File: src/rtl/tty_serial_tx.sv
// Teletype serial transmitter: frames a parallel character as start, data (LSB first) and stop bits,
// paced by rising edges of the sampled 2x-baud square wave.
module tty_serial_tx #(
    parameter int DATA_BITS = 8,
    parameter int STOP_BITS = 2
) (
    input  logic       clk,
    input  logic       rst_n,
    input  logic       baud_x2,
    input  logic       load,
    input  logic [7:0] tx_data,
    input  logic       flag_clr,
    output logic       ser_out,
    output logic       busy,
    output logic       tx_flag,
    output logic       overrun
);

    typedef enum logic [2:0] {
        IDLE,
        SYNC,
        START,
        DATA,
        STOP
    } state_t;

    localparam logic [1:0] CELL_LAST = 2'd1;
    localparam logic [1:0] STOP_LAST = 2'(2 * STOP_BITS - 1);
    localparam logic [3:0] BITS_LAST = 4'(DATA_BITS - 1);

    state_t               state;
    logic                 baud_prev;
    logic                 tick;
    logic [DATA_BITS-1:0] shift_reg;
    logic [3:0]           bit_cnt;
    logic [1:0]           tick_cnt;

    // baud_prev resets high so a baud_x2 that is already high after reset is not a tick
    assign tick = baud_x2 & ~baud_prev;

    always_ff @(posedge clk or negedge rst_n) begin
        if (!rst_n) begin
            state     <= IDLE;
            baud_prev <= 1'b1;
            shift_reg <= '0;
            bit_cnt   <= '0;
            tick_cnt  <= '0;
            ser_out   <= 1'b1;
            busy      <= 1'b0;
            tx_flag   <= 1'b0;
            overrun   <= 1'b0;
        end else begin
            baud_prev <= baud_x2;

            // Clearing comes first so that setting the flag on the last stop tick wins
            if (flag_clr) begin
                tx_flag <= 1'b0;
                overrun <= 1'b0;
            end
            if (load && state != IDLE) begin
                overrun <= 1'b1;
            end

            case (state)
                IDLE: begin
                    if (load) begin
                        shift_reg <= tx_data[DATA_BITS-1:0];
                        busy      <= 1'b1;
                        tx_flag   <= 1'b0;
                        state     <= SYNC;
                    end
                end
                SYNC: begin
                    if (tick) begin
                        ser_out  <= 1'b0;
                        tick_cnt <= '0;
                        state    <= START;
                    end
                end
                START: begin
                    if (tick) begin
                        if (tick_cnt == CELL_LAST) begin
                            ser_out  <= shift_reg[0];
                            bit_cnt  <= '0;
                            tick_cnt <= '0;
                            state    <= DATA;
                        end else begin
                            tick_cnt <= tick_cnt + 2'd1;
                        end
                    end
                end
                DATA: begin
                    if (tick) begin
                        if (tick_cnt == CELL_LAST) begin
                            tick_cnt <= '0;
                            if (bit_cnt == BITS_LAST) begin
                                ser_out <= 1'b1;
                                state   <= STOP;
                            end else begin
                                ser_out   <= shift_reg[1];
                                shift_reg <= shift_reg >> 1;
                                bit_cnt   <= bit_cnt + 4'd1;
                            end
                        end else begin
                            tick_cnt <= tick_cnt + 2'd1;
                        end
                    end
                end
                STOP: begin
                    if (tick) begin
                        if (tick_cnt == STOP_LAST) begin
                            tick_cnt <= '0;
                            busy     <= 1'b0;
                            tx_flag  <= 1'b1;
                            state    <= IDLE;
                        end else begin
                            tick_cnt <= tick_cnt + 2'd1;
                        end
                    end
                end
                default: begin
                    state <= IDLE;
                end
            endcase
        end
    end

endmodule

File: config.mk
export PLATFORM = sky130hd
export DESIGN_NAME = tty_serial_tx
export DESIGN_NICKNAME = d
export VERILOG_FILES = /design/src/rtl/tty_serial_tx.sv
export SDC_FILE = /design/constraint.sdc
export NUM_CORES = 1
export LEC_CHECK = 0
export BUFFER_PORTS_ARGS = -buffer_cell sky130_fd_sc_hd__buf_4
export CAP_MARGIN = 15
export CELL_PAD_IN_SITES_DETAIL_PLACEMENT = 1
export CELL_PAD_IN_SITES_GLOBAL_PLACEMENT = 2
export CORE_ASPECT_RATIO = 0.5
export CORE_MARGIN = 2
export CORE_UTILIZATION = 33
export CTS_BUF_LIST = sky130_fd_sc_hd__clkbuf_4 sky130_fd_sc_hd__clkbuf_8
export DETAILED_ROUTE_END_ITERATION = 10
export PLACE_DENSITY_LB_ADDON = 0.1
export SLEW_MARGIN = 40
export SYNTH_ARGS = -nofsm -noshare
export SYNTH_HDL_FRONTEND = slang
export SYNTH_SLANG_ARGS = --single-unit
File: constraint.sdc
create_clock -name clk -period 1.65 [get_ports clk]
set_clock_uncertainty 0.1 [all_clocks]
set_input_delay 0.2475 -clock clk [delete_from_list [all_inputs] [get_ports clk]]
set_output_delay 0.2475 -clock clk [all_outputs]
set_load 0.03 [all_outputs]
# Word-level counts from Yosys, hierarchy flattened
# Index checks and enable logic that the tools add are counted.
[totals]
elab_cells = 92
register_bits = 22
[op_classes]
muxes = 45
bitwise = 2
reduce_logical = 16
eq_ne = 18
add_sub_neg = 2
[op_table]
columns = ["operator", "count"]
rows = [
  ["$mux 8", 4],
  ["$mux 3", 9],
  ["$mux 4", 5],
  ["$ne 2x2->1 const B", 10],
  ["$pmux 8 s2", 1],
  ["$mux 1", 15],
  ["$pmux 3 s5", 1],
  ["$reduce_and 6->1", 2],
  ["$mux 2", 5],
  ["$reduce_and 9->1", 1],
  ["$reduce_bool 3->1", 3],
  ["$pmux 4 s2", 1],
  ["$reduce_and 4->1", 2],
  ["$reduce_bool 2->1", 4],
  ["$eq 3x2->1 const B", 2],
  ["$pmux 2 s3", 1],
  ["$reduce_and 5->1", 1],
  ["$add 4x1->4 const B", 1],
  ["$eq 4x3->1 const B", 1],
  ["$pmux 1 s2", 2],
  ["$eq 3x1->1 const B", 1],
  ["$eq 3x3->1 const B", 1],
  ["$logic_not 3->1", 1],
  ["$pmux 1 s3", 1],
  ["8 further kinds", 8],
]

# Depth between registers and ports, before layout
# Gate-level depths: netlist of the first run.
[logic_depth]
depth_word = 5
ltp_mapped = 6
ltp_nobuf = 6

# Worst setup path before layout of the first run
# Ideal clock, no wire load.
[synth_path]
path_type = "flip-flop to flip-flop"
from = "register tick_cnt[0]"
to = "register bit_cnt[2]"
slack_ns = 0.086
arrival_ns = 1.343
required_time_ns = 1.429
stages_incl_launch_ff = 6
setup_time_ns = 0.121
path_cell_list = "dfrtp_1 ha_1 mux2_2 nand3_1 nor2_1 o22a_1"
[synth_via]
elab_chain_cells = 3
elab_cells_between_ends = 4
[synth_rtl]
columns = ["element", "line", "rtl"]
rows = [
  ["start: declaration", "36", "logic [1:0] tick_cnt;"],
  ["start signal: assignment", "88", "tick_cnt <= tick_cnt + 2'd1;"],
  ["start signal: assignment", "105", "tick_cnt <= tick_cnt + 2'd1;"],
  ["start signal: assignment", "117", "tick_cnt <= tick_cnt + 2'd1;"],
  ["$eq 2x1->1 *", "82, 94", ""],
  ["$ne 2x2->1 (no source line)", "n/a", ""],
  ["$reduce_and 6->1 (no source line) *", "n/a", ""],
  ["end signal: assignment", "102", "bit_cnt <= bit_cnt + 4'd1;"],
  ["end: declaration", "35", "logic [3:0] bit_cnt;"],
]
# Mark *: on every way between the ends. The rest lies on a longest branch, timed or not.
# A chain may end at the register's enable or synchronous reset.

# Worst setup path in the final report of the first run
[layout_path]
from = "register tick_cnt[1]"
to = "register ser_out"
[layout_via]
elab_chain_cells = 3
elab_cells_between_ends = 4
[layout_rtl]
columns = ["element", "line", "rtl"]
rows = [
  ["$eq 2x1->1 *", "82, 94", ""],
  ["$ne 2x2->1 (no source line)", "n/a", ""],
  ["$reduce_and 6->1 (no source line) *", "n/a", ""],
  ["end signal: assignment", "83", "ser_out <= shift_reg[0];"],
  ["end signal: assignment", "100", "ser_out <= shift_reg[1];"],
  ["end: declaration", "13", "output logic ser_out,"],
]
# Marked as above.

==> results.md, run 1 <==
* Dpl hpwl at approximately 2300 µm
* Global Route Usage Sum at 16.0%
* RR Startpoint: tick_cnt[1]
* First-pass iteration count of the detailed router at 4
* Vias at 1142
* Pwr per Cell Area at 1540 mW/mm²
* Fin nets at 191
* Clock-pin slew on the worst setup and hold paths at 90 ps
* Final ANT Viol Nets at 0
* Final hold vios at 0
* #FFs+latches synth at 22
* WS Path Type: reg -> reg
* CP arrival at 1710 ps
* Critical path origin: tick_cnt[1]
* FF-to-FF End: ser_out
* Largest net degree at the start of global routing at 23
* Die Area at 0.00434 mm²
* Antenna violations before repair at 0
* Root Driver: clkbuf_8
* Post-synthesis cell type count at 35
* Syn Nets at 151
* Pre-CTS setup slack at -97.2 ps
* Worst-path fanout max at 4
* Share of layout cells above drive strength 1 at 33.7%
* Core Area at 0.00353 mm²
* Cell area after synthesis at 0.00125 mm²
* CP Capture Type: flop
* # DRC at 0
* Max Freq at 624 MHz
* FILL cells at 439
* Drt wl/cell at 14.3 µm
* Worst Setup Slack, final at 46.2 ps
* Die width at 91.2 µm
* DRT iter0 DRCs at 56
* Syn avg cell area at ~9.4 µm²
* Ys Warns at 0
* GRT overflow at 0
* Number of global-route vias before repair at 1112
* CTS buffer count at 3
* Synth area leader: dfrtp_1
* Top FF cell, synth: dfrtp_1
* Finished Cell Area at 0.00172 mm²
* Area delta synth->final at 36.9%
* Worst Hold Depth at 2
* Setup crit end: ser_out
* ANT cells at 0
* GP Congestion at about 0.74
* Row count at 15
* Synth top area share at 39.9%
* Worst Reg-to-Reg Cells at 5
* # clock sinks at 22
* MaxCap Viol Count at 0
* # H-tree levels at 1
* Global-route wire length before repair at 5220 µm
* Reg-to-reg slack, setup at 50 ps
* CTS tree: built
* Worst slew margin at 79.2%
* Unrepaired setup endpoints after global routing: true
* Lkg Pwr at 0.000785 µW
* Dominant cell by count in the synthesized netlist: dfrtp_1
* Drt via density at 5.12
* Tcrit/Tclk final at between 90% and 100%
* Ports at 17
* Min-delay worst type: in -> reg
* Sequential fraction of the synthesis area at 44.1%
* EDFF count, synth at 0
* Port Buf Inserts at 16
* Status: complete, no violations
* Worst-Margin Slew at 308 ps
* VDD IR-drop max at 0.697 mV
* Synth area leaders: dfrtp_1 (40%), o21ai_0 (6.0%), mux2i_1 (5.6%)
* Final WL at 3180 µm
* Endpoints failing setup at 0
* Slew Viols, Final at 0
* Clk Latency, worst-skew pair at 270 ps
* Area post-placement at 0.00155 mm²
* Worst setup SP type: flop
* Clk buf depth at 2
* Final core utilization at 48.7%
* Initial core utilization at between 30% and 40%
* CP required at 1760 ps
* Total power at between 2000 and 3000 µW
* Commonest cells post-synth: dfrtp_1 (20), nand2_1 (15), o21ai_0 (15), a21oi_1 (10), nand3_1 (9)
* Post-Synthesis Cells at between 100 and 150
* Asr flop ratio synth at 100%
* Hold Slack at 73.5 ps
* Die Y-Extent at 47.6 µm
* Max FFs per register at 8
* Tmin final at 1600 ps
## final cells by class
type,instances,area [µm²],area share [%]
clock buffers,3,41.3,2.41
clock inverters,1,30.0,1.75
inverters,7,26.3,1.53
multi-input cells,97,658,38.3
flip-flops and latches,22,557,32.4
well taps,51,63.8,3.72
repair buffers,42,340,19.8
## metrics by stage
| stage | TNS, ps | std cells |
|---|---|---|
| finish | 0 | 223 |
| global route | -104 | 223 |
| CTS | 0 | 220 |
| detailed placement | -597 | 214 |
| global placement | -137 | 214 |
| floorplan | 0 | 133 |
## what timing repair did
action / in CTS / in global routing
hold buffers: 2 / 0
pin swaps: 0 / 2
resized for setup: 7 / 5
cloned: 0 / 0
endpoints found under the hold margin: 21 / 0
buffers inserted: 0 / 3
setup endpoints to repair: 15 / 14
## kinds of logic after synthesis
| kind of cell | count (synthesis) | synth area share, % |
|---|---|---|
| compound gates | 41 | 20.4 |
| xor+xnor | 1 | 0.699 |
| fa+ha+maj | 5 | 4.99 |
| buf+inv | 14 | 5.69 |
| flops | 22 | 44.1 |
| mux | 9 | 7.39 |
| simple gates | 41 | 16.8 |
## cells in the final DEF, fill, tap and decap left out, types with 3 or more instances in the layout
| cell | instances |
|---|---|
| buf_4 | 37 |
| dfrtp_1 | 17 |
| nand2_1 | 15 |
| o21ai_0 | 14 |
| a21oi_1 | 10 |
| nand3_1 | 8 |
| inv_1 | 7 |
| mux2i_1 | 7 |
| nor2_1 | 4 |
| a31oi_1 | 4 |
| a22o_1 | 3 |
| ha_1 | 3 |
| clkbuf_8 | 3 |
| dfrtp_2 | 3 |
## layer usage
layer / wire (µm) / up-vias / GRT usage (%)
li1: - / 557 / -
met1: 1570 / 567 / 20.1
met2: 1470 / 15 / 29.0
met3: 113 / 3 / 4.25
met4: 18 / 0 / 3.64
met5: 0 / - / 0
## where the power goes
part	internal (µW)	switching [µW]
combinational	626	606
sequential	740	155
clock	325	191
total	1690	952
## critical path: stages (launching register included)
cell,delay (ps)
dfrtp_1,410
inv_1,90
ha_2,230
o21ai_0,100
a211oi_2,240
mux2_2,360
## worst min-delay path by stage
stage	slack, ps	end	from
3_3_place_gp	60	shift_reg[2]	rst_n
3_5_place_dp	60	shift_reg[2]	rst_n
6_report	70	overrun	flag_clr
2_1_floorplan	-150	bit_cnt[0]	rst_n
4_1_cts	70	overrun	flag_clr
5_1_grt	100	shift_reg[7]	tx_data[7]
(Power assumes the default switching activity.)
==> run 2: changes to the inputs <==
RECOVER_POWER = 25   (was unset)
==> run 2 against run 1 <==
Register-to-register slack about the same. Critical path depth did not move. Non-clock buffer count did not move. Total power about the same. Largest cell class unchanged. Die area is the same.
==> results.md, run 2 (synthesis gave the netlist of run 1 again) <==
* Status: complete, no violations
* Finished Cell Area at 0.00171 mm² (-0.15%)
* RR Startpoint: tick_cnt[1]
* Max Freq at 624 MHz (unchanged)
* Clock-pin slew on the worst setup and hold paths at 90 ps (about the same)
* ANT cells at 0 (unchanged)
* Clk buf depth at 2 (unchanged)
* Unrepaired setup endpoints after global routing: true
* CP required at 1760 ps (about the same)
* Initial core utilization at 35.5% (unchanged)
* Worst Reg-to-Reg Cells at 5 (unchanged)
* # H-tree levels at 1 (unchanged)
* DRT iter0 DRCs at 56 (unchanged)
* CP arrival at 1710 ps (about the same)
* FILL cells at 438 (-0.23%)
* Final WL at 3180 µm (unchanged)
* Commonest non-fill, non-tap cell in the layout: buf_4
* Area delta synth->final at 36.7%
* Vias at 1142 (unchanged)
* Final hold vios at 0 (unchanged)
* Tmin final at 1600 ps (unchanged)
* Worst-path fanout max at 4 (unchanged)
* Worst-Margin Slew at 592 ps (+284 ps)
* Port Buf Inserts at 16 (unchanged)
* Endpoints failing setup at 0 (unchanged)
* Clk Latency, worst-skew pair at 270 ps (about the same)
* Dpl hpwl at 2340 µm (unchanged)
* CP Capture Type: flop
* Area post-placement at 0.00155 mm² (unchanged)
* First-pass iteration count of the detailed router at 4 (unchanged)
* Reg-to-reg slack, setup at 50 ps (about the same)
* Critical path origin: tick_cnt[1]
* Largest net degree at the start of global routing at 23 (unchanged)
* Share of layout cells above drive strength 1 at 33.7% (unchanged)
* Root Driver: clkbuf_8
* Fin nets at 191 (unchanged)
* Pre-CTS setup slack at -97.2 ps (unchanged)
* Lkg Pwr at 0.000784 µW (about the same)
* Final ANT Viol Nets at 0 (unchanged)
* Antenna violations before repair at 0 (unchanged)
* GRT overflow at 0 (unchanged)
* Area of the multi-input gates at 658 µm² (unchanged)
* Pwr per Cell Area at 1540 mW/mm² (+0.11%)
* CTS tree: built
* # clock sinks at 22 (unchanged)
* Worst setup SP type: flop
* Ports at 17 (unchanged)
* Worst slew margin at 60.5% (-19 points)
* # DRC at 0 (unchanged)
* Setup crit end: ser_out
* MaxCap Viol Count at 0 (unchanged)
* Drt wl/cell at 14.3 µm (unchanged)
* Number of global-route vias before repair at 1112 (unchanged)
* Reg area at 557 µm² (unchanged)
* Hold Crit Start: flag_clr
* GP Congestion at 0.743 (unchanged)
* Drt via density at 5.12 (unchanged)
* Worst Setup Slack, final at 46.2 ps (unchanged)
* Die Y-Extent at 47.6 µm (unchanged)
* Max FFs per register at 8 (unchanged)
* FF-to-FF End: ser_out
* Commonest cells after routing, fill and taps aside: buf_4 (36), dfrtp_1 (17), nand2_1 (15), o21ai_0 (14), a21oi_1 (10)
* Global-route wire length before repair at 5220 µm (unchanged)
* Core Area at 0.00353 mm² (unchanged)
* WS Path Type: reg -> reg
* CTS buffer count at 3 (unchanged)
* Slew Viols, Final at 0 (unchanged)
* VDD IR-drop max at 0.697 mV (about the same)
* Tcrit/Tclk final at 97.2% (unchanged)
* Min-delay worst type: in -> reg
* Final core utilization at 48.6% (-0.071 points)
* Die Area at 0.00434 mm² (unchanged)
* Die width at 91.2 µm (unchanged)
* Row count at 15 (unchanged)
* Global Route Usage Sum at 16.0% (unchanged)
-- run 2: changes by cell type in the layout (fill, tap and decap cells not counted) --
cell | previous run | this run
clkbuf_2 | 0 | 1
buf_4 | 37 | 36
-- run 2: worst min-delay path by stage --
stage | end | slack, ps | depth (start not counted)
floorplan | bit_cnt[0] | -150 | 0
global placement | shift_reg[2] | 60 | 1
detailed placement | shift_reg[2] | 60 | 1
CTS | overrun | 70 | 2
global route | shift_reg[7] | 100 | 2
finish | overrun | 70 | 2
-- run 2: final cells by class --
| class | instances | share of cell area, % |
|---|---|---|
| tap | 51 | 3.72 |
| clock inverter | 1 | 1.75 |
| timing repair buffer | 42 | 19.7 |
| inverter | 7 | 1.53 |
| sequential | 22 | 32.5 |
| clock buffer | 3 | 2.41 |
| multi-input combinational | 97 | 38.4 |
-- run 2: report_power, final --
group          switching [µW]  internal, µW  total (µW)
combinational             606           626        1230
clock                     191           325         516
sequential                155           740         894
total                     952          1690        2640
-- run 2: stage by stage --
| stage | instances | total power (µW) | setup TNS (ps) | hold slack (ps) |
|---|---|---|---|---|
| 2_1_floorplan | 133 | 1610 | 0 | -148 |
| 3_3_place_gp | 214 | 2000 | -137 | 59.9 |
| 3_5_place_dp | 214 | 2020 | -597 | 63.8 |
| 4_1_cts | 220 | 2610 | 0 | 67.9 |
| 5_1_grt | 223 | 2860 | -104 | 98.2 |
| 6_report | 223 | 2640 | 0 | 73.5 |
-- run 2: worst max-delay path, stage by stage, from the launching register on --
cell and delay, ps:
dfrtp_1 410, inv_1 90, ha_2 230, o21ai_0 100, a211oi_2 240, mux2_2 360
-- run 2: repair_timing --
action / 4_1_cts / 5_1_grt
endpoints found under the setup margin: 15 / 14
setup buffers: 0 / 3
pin swaps: 0 / 2
endpoints found under the hold margin: 21 / 0
hold buffers: 2 / 0
resized for setup: 7 / 5
-- run 2: metal layers --
layer | GRT usage [%] | vias up | routed length [µm]
met1 | 20.1 | 567 | 1570
met5 | 0 | - | 0
met3 | 4.25 | 3 | 113
met2 | 29.0 | 15 | 1470
met4 | 3.64 | 0 | 18
li1 | - | 557 | -
==> run 3: changes to the inputs <==
CORE_UTILIZATION = 30   (was 33)
==> run 3 against run 2 <==
Die area rose by 9.3%. Total power grew 0.34%. Clock power is 0.8% higher.
==> results.md, run 3 (synthesis gave the netlist of run 1 again) <==
* Status: complete, no violations
* Clk Latency, worst-skew pair at 270 ps (about the same)
* Number of global-route vias before repair at 1122 (+0.90%)
* RR Startpoint: tick_cnt[1]
* Drt wl/cell at 14.5 µm (+1.4%)
* Hold Crit Start: flag_clr
* Clk buf depth at 2 (unchanged)
* Root Driver: clkbuf_8
* Max Freq at 619 MHz (-0.68%)
* CTS tree: built
* Global-route wire length before repair at 5470 µm (+4.7%)
* Ports at 17 (unchanged)
* Final core utilization at 43.2% (-5.4 points)
* Final hold vios at 0 (unchanged)
* Tcrit/Tclk final at 97.9% (+0.67 points)
* Final WL at 3210 µm (+0.91%)
* Lkg Pwr at 0.000778 µW (-0.81%)
* MaxCap Viol Count at 0 (unchanged)
* Die width at 95.4 µm (+4.7%)
* Critical path origin: tick_cnt[1]
* Min-delay worst type: in -> reg
* Worst slew margin at 60.5% (about the same)
* Share of layout cells above drive strength 1 at 33.3% (-0.39 points)
* DRT iter0 DRCs at 29 (-48%)
* CP required at 1720 ps (-40 ps)
* Comb pwr share at 46.1% (-0.5 points)
* VDD IR-drop max at 0.520 mV (-25%)
* First-pass iteration count of the detailed router at 4 (unchanged)
* Worst setup SP type: flop
* Port Buf Inserts at 16 (unchanged)
* Pwr per Cell Area at 1550 mW/mm² (+0.41%)
* Drt via density at 4.88 (-4.7%)
* CP arrival at 1680 ps (-30 ps)
* Final ANT Viol Nets at 0 (unchanged)
* WS Path Type: reg -> reg
* Vias at 1084 (-5.1%)
* Unrepaired setup endpoints after global routing: true
* Dpl hpwl at 2270 µm (-3.1%)
* Clock-pin slew on the worst setup and hold paths at 80 ps (about the same)
* GRT overflow at 0 (unchanged)
* Global Route Usage Sum at 15.2% (-0.82 points)
* Placed cell count at 213 (-0.47%)
* Setup TNS at 0 ps (unchanged)
* Sequential power share at 34.2% (+0.3 points)
* Commonest non-fill, non-tap cell in the layout: buf_4
* CP Capture Type: flop
* Switching power of the nets at 969 µW (+1.8%)
* Max FFs per register at 8 (unchanged)
* Worst Reg-to-Reg Cells at 6 (+1)
* Cell Count, Final, Fillers Out at 222 (-0.45%)
* Worst Setup Slack, final at 35.2 ps (-11.0 ps)
* GP Congestion at 0.720 (-3.1%)
* Endpoints failing setup at 0 (unchanged)
* Cell-internal power at 1680 µW (-0.49%)
* Pre-CTS setup slack at -18.1 ps (+79.1 ps)
* Tmin final at 1610 ps (+11.0 ps)
* Die Area at 0.00474 mm² (+9.3%)
* Reg-to-reg slack, setup at 40 ps (about the same)
* Row count at 16 (+1)
* Area post-placement at 0.00154 mm² (-0.89%)
* Area delta synth->final at 36.6% (about the same)
* Worst Hold Depth at 2 (unchanged)
* Net Sw Frac at 36.6% (+0.53 points)
* WHS Endpoint: overrun
* Fin nets at 187 (-2.1%)
* ANT cells at 0 (unchanged)
* FF-to-FF End: bit_cnt[3]
* CTS buffer count at 3 (unchanged)
* Initial core utilization at 31.6% (-3.9 points)
* Finished Cell Area at 0.00171 mm² (about the same)
* # H-tree levels at 1 (unchanged)
* Worst-path fanout max at 3 (-1)
* Slew Viols, Final at 0 (unchanged)
* Antenna violations before repair at 0 (unchanged)
* Clock Power Share at 19.6% (about the same)
* Largest net degree at the start of global routing at 23 (unchanged)
* Commonest cells after routing, fill and taps aside: buf_4 (33), dfrtp_1 (17), nand2_1 (15), o21ai_0 (12), a21oi_1 (10)
* Worst-Margin Slew at 593 ps (+0.769 ps)
* Die Y-Extent at 49.7 µm (+4.5%)
* Core Area at 0.00396 mm² (+12%)
* # DRC at 0 (unchanged)
* # clock sinks at 22 (unchanged)
run 3: changes by cell type in the layout (fill, tap and decap cells not counted), moves of 2 or more:
cell	previous run	this run
mux2_4	0	2
mux2_2	2	0
buf_4	36	33
o21ai_1	1	3
o21ai_0	14	12
run 3: worst max-delay path, stage by stage, from the launching register on:
cell     delay (ps)
dfrtp_1         430
inv_2            60
ha_1            200
mux2_4          300
nand4_1         140
o21ai_1          90
a22o_1          170
run 3: through the flow:
| step | hold slack (ps) | power (µW) |
|---|---|---|
| 6_report | 65.6 | 2650 |
| 3_5_place_dp | 65.0 | 2000 |
| 2_1_floorplan | -148 | 1610 |
| 4_1_cts | 62.7 | 2560 |
| 5_1_grt | 79.6 | 2870 |
| 3_3_place_gp | 63.1 | 2000 |
run 3: timing repair:
item	4_1_cts	5_1_grt
resized for setup	3	16
endpoints found under the setup margin	3	14
hold buffers	2	0
hold endpoints to repair	21	0
pin swaps	0	2
buffers inserted	0	3
run 3: how the worst max path moves through the flow:
| stage | slack [ps] | endpoint | depth (start not counted) |
|---|---|---|---|
| after floorplan | 90 | bit_cnt[2] | 5 |
| after global placement | -30 | shift_reg[7] | 5 |
| after detailed placement | -20 | bit_cnt[2] | 5 |
| after CTS | 10 | tick_cnt[0] | 5 |
| after global routing | -40 | bit_cnt[3] | 6 |
| final | 40 | bit_cnt[3] | 6 |
run 3: power groups by stage:
stage	Clock (µW)	Sequential, µW	Combinational [µW]
after detailed placement	0	903	1100
after CTS	540	896	1130
after global placement	0	897	1100
after global routing	562	944	1370
final	520	908	1220
after floorplan	0	893	716
run 3: layout make-up:
type / instances / area (µm²)
multi-input combinational: 97 / 687
tap: 54 / 67.6
timing repair buffer: 38 / 304
sequential: 22 / 557
inverter: 7 / 26.3
clock inverter: 1 / 30.0
fill: 467 / 2250
clock buffer: 3 / 41.3
run 3: per-layer routing:
metal	vias up	GRT usage (%)	share of wire, %
met5	-	0	0
met4	0	2.14	0.53
met1	516	21.2	52
met3	3	3.67	2.9
met2	13	24.5	44
li1	552	-	-
